**src/rtl/riscv_irq_ctrl_pkg.sv**
```systemverilog
// Shared types and constants for the core-facing interrupt controller.
// Latency: none (declarations only).
// Backpressure: none (declarations only).
package riscv_irq_ctrl_pkg;

  // Id width is fixed by the core's irq_id ports; 32 sources fill it exactly.
  localparam int ID_W    = 5;
  localparam int MAX_SRC = 32;

  typedef enum logic [1:0] {
    IDLE = 2'd0,
    REQ  = 2'd1,
    GAP  = 2'd2
  } irq_state_e;

endpackage

```
**src/rtl/riscv_irq_ctrl_prio_enc.sv**
```systemverilog
// Lowest-index-wins priority encoder over the enabled pending vector.
// Latency: purely combinational.
// Backpressure: none; output follows the request vector.
module irq_prio_enc #(
  parameter int N  = 32,
  parameter int IW = 5
) (
  input  logic [N-1:0]  req_i,
  output logic          valid_o,
  output logic [IW-1:0] idx_o
);

  // Scan from the top down so the last hit written is the lowest index.
  always_comb begin
    valid_o = 1'b0;
    idx_o   = '0;
    for (int i = N - 1; i >= 0; i--) begin
      if (req_i[i]) begin
        valid_o = 1'b1;
        idx_o   = IW'(i);
      end
    end
  end

endmodule

```
**src/rtl/riscv_irq_ctrl.sv**
```systemverilog
// Latches sources into sticky pending bits and presents one masked id to the core.
// Latency: source sampled at E0 -> pending after E0 -> irq_o after E1; next irq 2 cycles after ack.
// Backpressure: irq_o/irq_id_o hold until a matching ack, a retract (mask drop) or reset.
module riscv_irq_ctrl
  import riscv_irq_ctrl_pkg::*;
#(
  parameter int          N_SRC     = 32,
  parameter logic [31:0] EDGE_MASK = 32'h0
) (
  input  logic              clk_i,
  input  logic              rst_ni,
  input  logic [N_SRC-1:0]  src_i,
  input  logic [N_SRC-1:0]  mask_i,
  output logic              irq_o,
  output logic [ID_W-1:0]   irq_id_o,
  input  logic              irq_ack_i,
  input  logic [ID_W-1:0]   irq_ack_id_i,
  output logic [N_SRC-1:0]  pending_o,
  output logic              spurious_o
);

  localparam logic [N_SRC-1:0] EDGE_EN = EDGE_MASK[N_SRC-1:0];

  irq_state_e        state_q, state_d;
  logic [N_SRC-1:0]  src_q;
  logic [N_SRC-1:0]  pending_q, pending_d;
  logic [N_SRC-1:0]  set_vec, clr_vec, cand;
  logic              irq_q, irq_d;
  logic [ID_W-1:0]   irq_id_q, irq_id_d;
  logic              spurious_q, spurious_d;
  logic              win_vld;
  logic [ID_W-1:0]   win_id;
  logic              cur_en;
  logic              ack_hit;

  // Pending update: edge sources need a fresh 0->1, level sources pend while high;
  // ack clears its bit but a same-cycle set wins. Out-of-range ack ids match no bit.
  always_comb begin
    set_vec = src_i & (~src_q | ~EDGE_EN);
    clr_vec = '0;
    cur_en  = 1'b0;
    for (int i = 0; i < N_SRC; i++) begin
      if (irq_ack_i && (irq_ack_id_i == ID_W'(i))) clr_vec[i] = 1'b1;
      if (irq_id_q == ID_W'(i)) cur_en = mask_i[i];
    end
    pending_d = (pending_q & ~clr_vec) | set_vec;
    cand      = pending_q & mask_i;
  end

  irq_prio_enc #(.N(N_SRC), .IW(ID_W)) u_prio (
    .req_i   (cand),
    .valid_o (win_vld),
    .idx_o   (win_id)
  );

  // Request FSM: only an ack naming the presented id retires it; a mismatched
  // ack is flagged spurious and leaves the request up.
  always_comb begin
    state_d    = state_q;
    irq_d      = irq_q;
    irq_id_d   = irq_id_q;
    ack_hit    = irq_ack_i && (state_q == REQ) && (irq_ack_id_i == irq_id_q);
    spurious_d = irq_ack_i && !ack_hit;
    case (state_q)
      IDLE: begin
        if (win_vld) begin
          state_d  = REQ;
          irq_d    = 1'b1;
          irq_id_d = win_id;
        end
      end
      REQ: begin
        if (ack_hit) begin
          state_d = GAP;
          irq_d   = 1'b0;
        end else if (!cur_en) begin
          state_d = IDLE;
          irq_d   = 1'b0;
        end
      end
      GAP: begin
        state_d = IDLE;
        irq_d   = 1'b0;
      end
      default: begin
        state_d = IDLE;
        irq_d   = 1'b0;
      end
    endcase
  end

  // State and registered outputs; reset clears everything including src history.
  always_ff @(posedge clk_i or negedge rst_ni) begin
    if (!rst_ni) begin
      state_q    <= IDLE;
      src_q      <= '0;
      pending_q  <= '0;
      irq_q      <= 1'b0;
      irq_id_q   <= '0;
      spurious_q <= 1'b0;
    end else begin
      state_q    <= state_d;
      src_q      <= src_i;
      pending_q  <= pending_d;
      irq_q      <= irq_d;
      irq_id_q   <= irq_id_d;
      spurious_q <= spurious_d;
    end
  end

  assign irq_o      = irq_q;
  assign irq_id_o   = irq_id_q;
  assign pending_o  = pending_q;
  assign spurious_o = spurious_q;

endmodule

```
**config.mk**
```make
export PLATFORM = sky130hd
export DESIGN_NAME = riscv_irq_ctrl
export DESIGN_NICKNAME = d
export VERILOG_FILES = /design/src/rtl/riscv_irq_ctrl_pkg.sv /design/src/rtl/riscv_irq_ctrl_prio_enc.sv /design/src/rtl/riscv_irq_ctrl.sv
export SDC_FILE = /design/constraint.sdc
export NUM_CORES = 1
export LEC_CHECK = 0
export BUFFER_PORTS_ARGS = -buffer_cell sky130_fd_sc_hd__clkbuf_2
export CORE_MARGIN = 2
export CORE_UTILIZATION = 40
export CTS_CLUSTER_SIZE = 24
export DETAILED_ROUTE_END_ITERATION = 7
export GPL_TIMING_DRIVEN = 1
export PLACE_DENSITY = 0.74
export SYNTH_ARGS = -nofsm -noshare
export SYNTH_HDL_FRONTEND = slang
export SYNTH_SLANG_ARGS = --single-unit
```
**constraint.sdc**
```tcl
create_clock -name clk_i -period 3.5 [get_ports clk_i]
set_input_delay 0.175 -clock clk_i [delete_from_list [all_inputs] [get_ports clk_i]]
set_output_delay 0.175 -clock clk_i [all_outputs]
set_load 0.03 [all_outputs]
```
* After elaboration in Yosys (flattened, before gate mapping)
Cells that the tools add are included.
** Storage, ports and cells
- Output and inout bits :: 39
- Input bits :: 72
- Word-level logic and storage cells :: 252
- Register bits :: 41
** Cells by class
- Reductions and logical operators :: 41
- Bitwise operators :: 4
- Mux-type cells :: 136
- Eq/ne operators :: 66
** Operators with widths (number)
- $eq 5x5->1 const B :: 32
- $mux 5 :: 32
- $mux 1 :: 99
- $eq 5x4->1 const B :: 16
- $and 32x32->32 :: 2
- $eq 5x3->1 const B :: 8
- $logic_and 1x1->1 :: 35
- $not 32->32 :: 1
- $or 32x32->32 :: 1
- $eq 5x2->1 const B :: 4
- $eq 5x1->1 const B :: 2
- $logic_not 5->1 :: 2
- $mux 2 :: 3
- $eq 5x5->1 :: 1
- $pmux 2 s2 :: 1
- $reduce_and 2->1 :: 2
- $ne 3x3->1 const B :: 1
- $eq 2x1->1 const B :: 1
- $logic_not 2->1 :: 1
- $ne 2x1->1 const B :: 1
- $pmux 1 s2 :: 1
- $logic_not 1->1 :: 1

* Longest topological paths before layout
Gate-level depths: netlist of run 1.
- Word-level depth :: 36
- Gate-level depth with buffers :: 8
- Mapped depth without buffers :: 6

* Hierarchy
A second synthesis of run 1 with hierarchy kept.
** Second synthesis, totals
- Cells, all modules :: 305
- Area total of the unflattened synthesis :: 2697.6 um2
** By module, submodules not included
- riscv_irq_ctrl :: area each 2327.2 um2, seq. area each 1001.0 um2, cells each 240, instances 1
- irq_prio_enc :: area each 370.4 um2, seq. area each 0.0 um2, cells each 65, instances 1

* Least setup slack after synthesis of run 1
Ideal clock, no wire load.
- Kind :: register -> register
- Start :: register irq_id_q[0] (netlist: irq_id_o[0])
- End :: register state_q[0]
- Data required time :: 3.374 ns
- Library setup time :: 0.126 ns
- Setup slack :: 1.689 ns
- Buffers on the path :: 1
- Data arrival time :: 1.685 ns
- Stages on the path, launching flop included :: 7
- Clock period less this slack :: 1.811 ns
- Cells stage by stage :: dfrtp_1 -> clkbuf_2 -> mux4_2 -> o21ai_1 -> o41ai_1 -> a211oi_1 -> o21ai_1
** Between the ends
- Longest elaborated chain between the ends :: 35
- Elaborated cells between the ends (all ways) :: 70
- Classes of those cells :: 33 x eq/ne; 34 x mux; 3 x reduce/logical
** RTL lines
- start: declaration :: RTL line riscv_irq_ctrl.sv:29 : logic [ID_W-1:0] irq_id_q, irq_id_d;
- start signal: assignment :: RTL line riscv_irq_ctrl.sv:106 : irq_id_q <= irq_id_d;
- $logic_not 5->1 :: RTL line riscv_irq_ctrl.sv:44 : if (irq_id_q == ID_W'(i)) cur_en = mask_i[i];
- $mux 1 (32 in a row) :: RTL line riscv_irq_ctrl.sv:44
- $ne 3x3->1 (no source line)
- $reduce_and 2->1 (no source line)
- end signal: assignment :: RTL line riscv_irq_ctrl.sv:102 : state_q <= state_d;
- end: declaration :: RTL line riscv_irq_ctrl.sv:24 : irq_state_e state_q, state_d;
Parallel ways exist; a longest one is shown, timed or not.
A chain may end at the register's enable or synchronous reset.

* Worst setup path in the final report of run 1
Same ends and word-level chain as after synthesis.

==> results of run 1 <==
cells by family after synthesis:
kind of cell,synth area share
buf+inv,0.0574
xor+xnor,0.0161
compound gates,0.322
simple gates,0.214
mux,0.0230
flops,0.367
worst max-delay path, delay by kind of cell, from the launching register on:
kind / cells / cell delay [ns]
buffers and inverters: 1 / 0.32
AO/OA/AOI/OAI: 4 / 0.93
flip-flops: 1 / 0.71
power by group through the flow:
stage / registers, mW / logic, mW / clock network, mW
final: 0.640 / 0.616 / 0.386
after global routing: 0.655 / 0.674 / 0.415
after CTS: 0.636 / 0.613 / 0.391
after detailed placement: 0.645 / 0.611 / 0
after global placement: 0.644 / 0.607 / 0
after floorplan: 0.619 / 0.525 / 0
path summary, 6_finish.rpt:
check,from,end,slack (ns),cells after the start
max,irq_id_o[0]$_DFFE_PN0P_,state_q[0]$_DFFE_PN0P_,1.47,5
min,rst_ni,pending_o[22]$_DFF_PN0_,0.04,1
max reg2reg,irq_id_o[0]$_DFFE_PN0P_,state_q[0]$_DFFE_PN0P_,1.47,5
min reg2reg,pending_o[4]$_DFF_PN0_,pending_o[4]$_DFF_PN0_,0.54,1
max in group asynchronous,rst_ni,pending_o[6]$_DFF_PN0_,2.84,1
min in group clk_i,src_i[13],pending_o[13]$_DFF_PN0_,0.05,2
layout make-up:
class                      instances  area (sq um)  area share
clock buffer                       6          72.6      0.0217
clock inverter                     2          35.0      0.0105
inverter                           6          22.5     0.00673
multi-input combinational        242          1570       0.468
sequential                        40          1000       0.299
tap                               80           100      0.0299
timing repair buffer             110           551       0.164
state kept, by name, indices dropped and copies added, names as in the netlist:
register and cells:
irq_id_o 5, pending_o 32, spurious_o 1, state_q 2
Yosys cell counts, types with 2 or more instances:
cell type	instances	share of area
dfrtp_1	40	0.37
nand2_1	39	0.054
a21o_1	21	0.058
nand2b_1	20	0.046
a22oi_1	17	0.047
o21ai_0	17	0.031
a21oi_1	14	0.026
nand3_1	12	0.022
nor2_1	12	0.017
o31ai_1	7	0.019
inv_1	6	0.0083
nor3_1	6	0.011
a31oi_1	5	0.011
buf_6	5	0.021
clkbuf_8	4	0.020
mux2i_1	4	0.015
nand4_1	4	0.0092
nor2b_1	4	0.0092
o211ai_1	4	0.011
xor2_1	4	0.013
a211oi_1	3	0.0083
a32o_1	3	0.011
nand3b_1	3	0.0083
o32a_1	3	0.011
a21bo_2	2	0.0073
a222oi_1	2	0.0073
a32oi_1	2	0.0064
and2b_2	2	0.0064
buf_2	2	0.0037
nand4b_1	2	0.0064
o21ai_1	2	0.0037
o22ai_1	2	0.0046
stage by stage:
step                      power (mW)  worst slack, ns  hold slack [ns]
after detailed placement        1.26             1.50            0.358
after floorplan                 1.14             1.69           -0.121
after CTS                       1.64             1.49           0.0456
final                           1.64             1.47           0.0373
after global routing            1.74             1.27           0.0426
after global placement          1.25             1.52            0.355
per-layer routing:
layer | vias to the layer above | wire length (um) | GRT usage
met5 | - | 0 | 0
met4 | 0 | 198 | 0.0781
met3 | 17 | 521 | 0.0448
met2 | 128 | 4270 | 0.374
met1 | 1366 | 3820 | 0.323
li1 | 1359 | - | -
==> flow_summary_export.csv, run 1 <==
group,metric,value,unit
status,outcome,"finished, final reports clean",
power,power.switching,0.661,mW
logic_synthesis,netlist_instances,301,
timing,tightest_slew,1.02,ns
timing,rsz0062_at_grt,"false",
global_routing,grt.overflow.total,0,
routing,wl_per_cell,18.1,um
cells_and_area,layout_commonest_cell,"clkbuf_2",
logic_synthesis,synth-edff-count,0,
floorplan,ios,111,
logic_synthesis,ys_warn_count,0,
critical_path,critPathArrivalTime,2.27,ns
timing,final_max_slew_viol_count,0,
floorplan,row_count,30,
placed_design,placed_cell_area,3240,sq um
floorplan,die_area,7490,sq um
global_routing,grt_max_degree,41,
clock_network,root_buffer,"clkbuf_8",
clock_network,insertion_delay,0.30,ns
cells_and_area,diodes,0,
timing,fin_crit_sh,0.581,
power,swShare,0.403,
logic_synthesis,synth_ff_type,"dfrtp_1",
logic_synthesis,ys_seq_area_frac,0.367,
routing,first_pass_iters,5,
placed_design,placedCellCount,478,
clock_network,cts_tree,"yes",
critical_path,path_class,"flop to flop",
floorplan,core,6680,sq um
timing,skew,0.00770,ns
placed_design,dp_hpwl,6970,um
logic_synthesis,yosysUniqueCellTypes,60,
critical_path,start_kind,"flop",
logic_synthesis,synth_fp_nets,373,
global_routing,grt_pass1_vias,2673,
routing,dr_total_vias,2870,
power,seq_power_share,0.390,
timing,setup_viol,0,
logic_synthesis,async_flop_share,1.00,
timing,finalHoldViolations,0,
cells_and_area,fill_cells,680,
power,p_int,0.980,mW
global_routing,grt_usage,0.235,
routing,detail-route-antenna-nets,0,
power,p_leak,1.38,nW
placed_design,gp_congestion,0.870,
timing,max_freq,492,MHz
critical_path,cp_slowest_cell,"dfrtp_1",
flow_run,max_cap_violations,0,
power,pwr-share-clk,0.235,
routing,drtIter0Drc,302,
routing,avgViaCountPerCell,5.91,
clock_network,clk_path_buf_depth,2,
clock_network,cts_buffers,5,
floorplan,die_y,86.5,um
clock_network,path_clk_slew,0.09,ns
routing,wirelength,8810,um
floorplan,start_util,0.408,
power,vdd_drop_max,0.226,mV
critical_path,worst-path-max-fanout,17,
cells_and_area,fin_nets,477,
global_routing,antenna_found_initial,0,
logic_synthesis,syn_avg_cell_area,9.05,sq um
critical_path,critical_path.max_stage_delay,0.71,ns
global_routing,grt_first_pass_wirelength,13800,um
cells_and_area,final_util,0.501,
cells_and_area,drive_gt1_frac,0.325,
timing,fin_setup_tns,0,ns
clock_network,cts_setup_buffers,0,
cells_and_area,most-common-layout-cells,"110 x clkbuf_2, 40 x dfrtp_1, 39 x nand2_1",
cells_and_area,fin_area,3350,sq um
clock_network,cts_sinks,40,
timing,slew_headroom,0.320,
power,power.density,490,nW/um^2
power,comb_power_share,0.375,
logic_synthesis,synth_area,2720,sq um
clock_network,htreeDepth,2,
floorplan,die_x,86.5,um
routing,drc,0,
critical_path,path_cells,"inv_1, o32a_1, o32ai_2, o211ai_1, o21ai_1",
timing,layout_min_cycle_time,2.03,ns
placed_design,port-buffer-count,110,
cells_and_area,area_growth,22.9,%
cells_and_area,fin_cells,486,
clock_network,cts_resized,0,
worst_hold_path,hp-class,"input port to async pin",
logic_synthesis,synth-seq-cells,40,
critical_path,required,3.73,ns
clock_network,holdBufCountCts,0,
critical_path,cp-end-kind,"flop",
(Power assumes the default switching activity.)
==> inputs of run 2 (changes only) <==
==> constraint.sdc (replaced) <==
create_clock -name clk_i -period 2.1 [get_ports clk_i]
set_input_delay 0.105 -clock clk_i [delete_from_list [all_inputs] [get_ports clk_i]]
set_output_delay 0.105 -clock clk_i [all_outputs]
set_load 0.03 [all_outputs]
==> flow_summary_export.csv, run 2 (synthesized netlist as in run 1, its figures left out) <==
group,metric,value,unit
status,outcome,"finished, violations left",
status,violations,"negative hold slack",
clock_network,insertion_delay,0.30,ns
global_routing,grt_pass1_vias,3027,
critical_path,cp-end-kind,"flop",
cells_and_area,fill_cells,614,
cells_and_area,diodes,0,
critical_path,worst-path-max-fanout,14,
routing,drtIter0Drc,234,
cells_and_area,regArea,1000,sq um
power,total_power,3.09,mW
cells_and_area,area_growth,36.6,%
clock_network,htreeDepth,2,
floorplan,die_y,86.5,um
critical_path,path_cells,"buf_4, a21oi_1, o32a_1, o32ai_2, o211ai_1, o21ai_1",
timing,setup_viol,0,
floorplan,row_count,30,
clock_network,cts_sinks,40,
floorplan,ios,111,
timing,skew,0.00667,ns
timing,finalHoldViolations,1,
placed_design,preCtsSetupSlack,0.271,ns
power,power.density,831,nW/um^2
cells_and_area,layout_commonest_cell,"clkbuf_2",
placed_design,port-buffer-count,110,
critical_path,critical_path.max_stage_delay,0.64,ns
placed_design,placed_cell_area,3270,sq um
cells_and_area,fin_nets,510,
power,p_leak,1.55,nW
cells_and_area,largest_register_ffs,32,
routing,dr_total_vias,3089,
timing,rsz0062_at_grt,"false",
timing,fin_setup_tns,0,ns
cells_and_area,most-common-layout-cells,"110 x clkbuf_2, 40 x dfrtp_1, 39 x nand2_1",
timing,max_freq,536,MHz
timing,tightest_slew,0.647,ns
placed_design,gp_congestion,0.920,
global_routing,grt_usage,0.256,
timing,hold_ws,-0.00292,ns
timing,fin_crit_sh,0.889,
floorplan,start_util,0.408,
routing,first_pass_iters,5,
floorplan,die_area,7490,sq um
critical_path,path_buf_inv,1,
placed_design,dp_hpwl,7020,um
cells_and_area,fin_area,3720,sq um
critical_path,crit_family,"compound AO/OA/AOI/OAI gates",
power,vdd_drop_max,0.372,mV
timing,final_max_slew_viol_count,0,
timing,slew_headroom,0.569,
routing,wirelength,9370,um
timing,worst_slack,0.234,ns
critical_path,required,2.33,ns
clock_network,root_buffer,"clkbuf_8",
cells_and_area,multiInputGateArea,1570,sq um
timing,layout_min_cycle_time,1.87,ns
global_routing,grt_max_degree,41,
clock_network,clk_path_buf_depth,2,
routing,avgViaCountPerCell,5.95,
flow_run,max_cap_violations,0,
clock_network,cts_buffers,5,
global_routing,grt.overflow.total,0,
cells_and_area,final_util,0.557,
routing,wl_per_cell,18.1,um
floorplan,core,6680,sq um
clock_network,cts_tree,"yes",
global_routing,grt_first_pass_wirelength,15000,um
critical_path,critPathArrivalTime,2.09,ns
routing,detail-route-antenna-nets,0,
cells_and_area,drive_gt1_frac,0.312,
floorplan,die_x,86.5,um
critical_path,cp_slowest_cell,"dfrtp_1",
critical_path,start_kind,"flop",
critical_path,path_class,"flop to flop",
global_routing,antenna_found_initial,0,
clock_network,path_clk_slew,0.08,ns
worst_hold_path,hp-class,"input port to flop",
routing,drc,0,
clock_network,cts_setup_buffers,0,
==> run 2: cell count changes in the layout (fill, tap and decap cells not counted), sizes merged <==
cell,delta
buf,+4
bufinv,+2
clkbuf,-1
clkinv,-1
dlygate4sd3,+29
==> run 2: report_power, final <==
group / switching [mW] / internal, mW / total [mW] / leakage (nW)
logic: 0.661 / 0.522 / 1.18 / 1.09
registers: 0.191 / 0.829 / 1.02 / 0.383
clock network: 0.295 / 0.595 / 0.890 / 0.0784
total: 1.15 / 1.95 / 3.09 / 1.55
==> run 2: final cells by class <==
| type | count | share of cell area |
|---|---|---|
| Tap cell | 80 | 0.0269 |
| Multi-Input combinational cell | 242 | 0.421 |
| Sequential cell | 40 | 0.269 |
| Clock inverter | 3 | 0.0242 |
| Inverter | 6 | 0.00605 |
| Clock buffer | 5 | 0.0185 |
| Timing Repair Buffer | 143 | 0.234 |
==> run 2: through the flow <==
stage               cells  hold WS [ns]
floorplan             301        -0.191
global placement      482         0.197
detailed placement    482         0.204
CTS                   518       0.00293
global route          519        0.0140
finish                519      -0.00292
==> run 2: path summary, 6_finish.rpt <==
path / from / to / slack (ns) / cells past startpoint
max: irq_id_o[1]$_DFFE_PN0P_ / state_q[0]$_DFFE_PN0P_ / 0.23 / 6
min reg2reg: pending_o[28]$_DFF_PN0_ / pending_o[28]$_DFF_PN0_ / 0.55 / 1
min: src_i[14] / pending_o[14]$_DFF_PN0_ / -0.003 / 2
max reg2reg: irq_id_o[1]$_DFFE_PN0P_ / state_q[0]$_DFFE_PN0P_ / 0.23 / 6
min in group asynchronous: rst_ni / pending_o[12]$_DFF_PN0_ / 0.41 / 3
max in group asynchronous: rst_ni / pending_o[23]$_DFF_PN0_ / 1.33 / 3
==> run 2: timing repair <==
item / 4_1_cts / 5_1_grt
hold buffers: 28 / 1
hold endpoints to repair: 67 / 1
endpoints found under the setup margin: 0 / 0
resized for setup: 0 / 0
==> run 2: per-layer routing <==
metal / vias to the layer above / track usage / routed length [um]
met5: - / 0 / 0
met4: 0 / 0.0909 / 281
met3: 22 / 0.0533 / 774
met2: 165 / 0.425 / 4640
met1: 1478 / 0.330 / 3680
li1: 1424 / - / -
==> inputs of run 3 (changes only) <==
--- a/config.mk
+++ b/config.mk
@@ -12,6 +12,8 @@
 export DETAILED_ROUTE_END_ITERATION = 7
 export GPL_TIMING_DRIVEN = 1
 export PLACE_DENSITY = 0.74
+export SKIP_CTS_REPAIR_TIMING = 1
 export SYNTH_ARGS = -nofsm -noshare
 export SYNTH_HDL_FRONTEND = slang
+export SYNTH_HIERARCHICAL = 1
 export SYNTH_SLANG_ARGS = --single-unit
==> flow_summary_export.csv, run 3 <==
group,metric,value,unit
status,outcome,"finished, violations left",
status,violations,"negative hold slack, negative setup slack",
timing,worst_slack,-0.0594,ns
cells_and_area,area_growth,42.2,%
logic_synthesis,yosys.area.top_type_share,0.371,
critical_path,crit_family,"simple AND/OR/NAND/NOR gates",
critical_path,worst-path-max-fanout,3,
cells_and_area,drive_gt1_frac,0.384,
placed_design,dp_hpwl,6850,um
placed_design,port-buffer-count,110,
global_routing,grt_first_pass_wirelength,14000,um
worst_hold_path,min_from,"src_i[14]",
timing,final_max_slew_viol_count,0,
critical_path,required,2.28,ns
routing,drtIter0Drc,251,
global_routing,grt.overflow.total,0,
power,swShare,0.342,
routing,first_pass_iters,5,
placed_design,placed_cell_area,3470,sq um
placed_design,gp_congestion,0.964,
logic_synthesis,netlist_instances,305,
cells_and_area,most-common-layout-cells,"110 x clkbuf_2, 35 x dfrtp_1, 30 x and2_1",
timing,fin_setup_tns,-0.209,ns
critical_path,cp_slowest_cell,"or4_4",
power,p_int,1.69,mW
cells_and_area,multiInputGateArea,1670,sq um
routing,dr_total_vias,2958,
routing,wl_per_cell,17.1,um
floorplan,die_y,86.1,um
logic_synthesis,synth-seq-cells,40,
clock_network,cts_tree,"yes",
timing,hold_ws,-0.0194,ns
global_routing,antenna_found_initial,0,
logic_synthesis,synth_area,2700,sq um
critical_path,path_cells,"and2_4, or4_4, nor3_4, nand3b_1, nor3b_4, o21bai_4, a311oi_2, a211oi_2",
routing,detail-route-antenna-nets,0,
timing,layout_min_cycle_time,2.16,ns
logic_synthesis,yosys-top-cells-area,"dfrtp_1 37%, and2_1 7.9%, a21o_1 5.6%",
timing,finalHoldViolations,12,
cells_and_area,largest_register_ffs,32,
routing,drc,0,
timing,setup_viol,5,
critical_path,cp-end-kind,"flop",
logic_synthesis,synth-edff-count,0,
clock_network,htreeDepth,2,
floorplan,core,6420,sq um
logic_synthesis,ys_seq_area_frac,0.371,
timing,slew_headroom,0.511,
power,comb_power_share,0.381,
flow_run,max_cap_violations,0,
logic_synthesis,yosysUniqueCellTypes,53,
routing,wirelength,8990,um
critical_path,r2r-start,"pending_o[23]$_DFF_PN0_",
logic_synthesis,ys_warn_count,6,
global_routing,grt_usage,0.240,
power,power.switching,0.877,mW
logic_synthesis,synth_fp_nets,377,
clock_network,cts_sinks,40,
timing,fin_crit_sh,1.03,
critical_path,path_buf_inv,0,
power,power.density,668,nW/um^2
worst_hold_path,hp-class,"input port to flop",
logic_synthesis,syn_avg_cell_area,8.84,sq um
logic_synthesis,synth_top_area_cell,"dfrtp_1",
timing,max_freq,463,MHz
cells_and_area,layout_commonest_cell,"clkbuf_2",
placed_design,placedCellCount,500,
timing,skew,0.00924,ns
clock_network,cts_buffers,5,
critical_path,critPathArrivalTime,2.34,ns
cells_and_area,fin_cells,527,
logic_synthesis,synth_ff_type,"dfrtp_1",
global_routing,grt_pass1_vias,2895,
floorplan,ios,111,
floorplan,row_count,29,
floorplan,start_util,0.420,
critical_path,critical_path.max_stage_delay,0.55,ns
timing,tightest_slew,0.734,ns
global_routing,grt_max_degree,30,
power,pwr-share-clk,0.276,
power,seq_power_share,0.344,
cells_and_area,fin_area,3830,sq um
critical_path,start_kind,"flop",
clock_network,root_buffer,"clkbuf_8",
cells_and_area,regArea,1010,sq um
power,total_power,2.56,mW
clock_network,insertion_delay,0.30,ns
critical_path,path_class,"flop to flop",
critical_path,critPathLaunch,"pending_o[23]$_DFF_PN0_",
cells_and_area,fill_cells,592,
timing,rsz0062_at_grt,"true",
floorplan,die_area,7420,sq um
clock_network,clk_path_buf_depth,2,
cells_and_area,fin_nets,521,
power,vdd_drop_max,0.331,mV
logic_synthesis,synth_common_cells,"40 x dfrtp_1, 34 x and2_1, 22 x nand2b_1",
logic_synthesis,async_flop_share,1.00,
cells_and_area,diodes,0,
logic_synthesis,yosysMostFrequentCell,"dfrtp_1",
power,p_leak,1.59,nW
clock_network,path_clk_slew,0.08,ns
floorplan,die_x,86.1,um
routing,avgViaCountPerCell,5.61,
run 3: changes by cell type after synthesis, moves of 5 or more:
| cell | previous run | this run |
|---|---|---|
| a21oi_1 | 14 | 8 |
| a22oi_1 | 17 | 0 |
| and2_1 | 1 | 34 |
| clkbuf_1 | 0 | 6 |
| mux2_2 | 0 | 6 |
| nand2_1 | 39 | 19 |
| nor2_1 | 12 | 21 |
| nor4_1 | 1 | 6 |
run 3: per-stage QoR:
step | worst slack [ns] | util
after floorplan | -0.0949 | -
after global placement | 0.00464 | 0.540
after detailed placement | -0.0787 | 0.540
after CTS | -0.0907 | 0.560
after global routing | -0.148 | 0.597
final | -0.0594 | 0.597
run 3: logic make-up (layout without fill, tap and decap cells):
family          count (synthesis)  in the layout  synth area share
simple gates                  152            152             0.326
compound gates                 76             76             0.199
flops                          40             40             0.371
buf+inv                        21            166            0.0385
mux                            11             11            0.0492
xor+xnor                        5              5            0.0162
run 3: area by class of cell:
class | instances | share of cell area
Clock buffer | 7 | 0.0251
Tap cell | 77 | 0.0251
Multi-Input combinational cell | 244 | 0.435
Sequential cell | 40 | 0.263
Timing Repair Buffer | 150 | 0.236
Inverter | 8 | 0.00783
Clock inverter | 1 | 0.00783
run 3: layer usage:
metal / part of all wire / up-vias / track usage
met5: 0 / - / 0
met4: 0.025 / 0 / 0.0938
met3: 0.073 / 27 / 0.0472
met2: 0.48 / 160 / 0.379
met1: 0.43 / 1380 / 0.324
li1: - / 1391 / -
run 3: path summary, 6_finish.rpt:
| path | end | slack (ns) | depth (start not counted) |
|---|---|---|---|
| setup / recovery | irq_o$_DFFE_PN0P_ | -0.06 | 8 |
| hold / removal | pending_o[14]$_DFF_PN0_ | -0.02 | 2 |
| setup reg to reg | irq_o$_DFFE_PN0P_ | -0.06 | 8 |
| hold reg to reg | pending_o[6]$_DFF_PN0_ | 0.51 | 1 |
| max in group asynchronous | irq_id_o[1]$_DFFE_PN0P_ | 1.06 | 3 |
| min in group asynchronous | pending_o[25]$_DFF_PN0_ | 0.38 | 2 |
run 3: power by group through the flow:
| stage | clock (mW) | sequential, mW | combinational [mW] |
|---|---|---|---|
| 2_1_floorplan | 0 | 0.937 | 0.583 |
| 3_3_place_gp | 0 | 0.895 | 0.895 |
| 3_5_place_dp | 0 | 0.897 | 0.905 |
| 4_1_cts | 0.710 | 0.880 | 0.913 |
| 5_1_grt | 0.747 | 0.890 | 1.06 |
| 6_report | 0.706 | 0.881 | 0.976 |
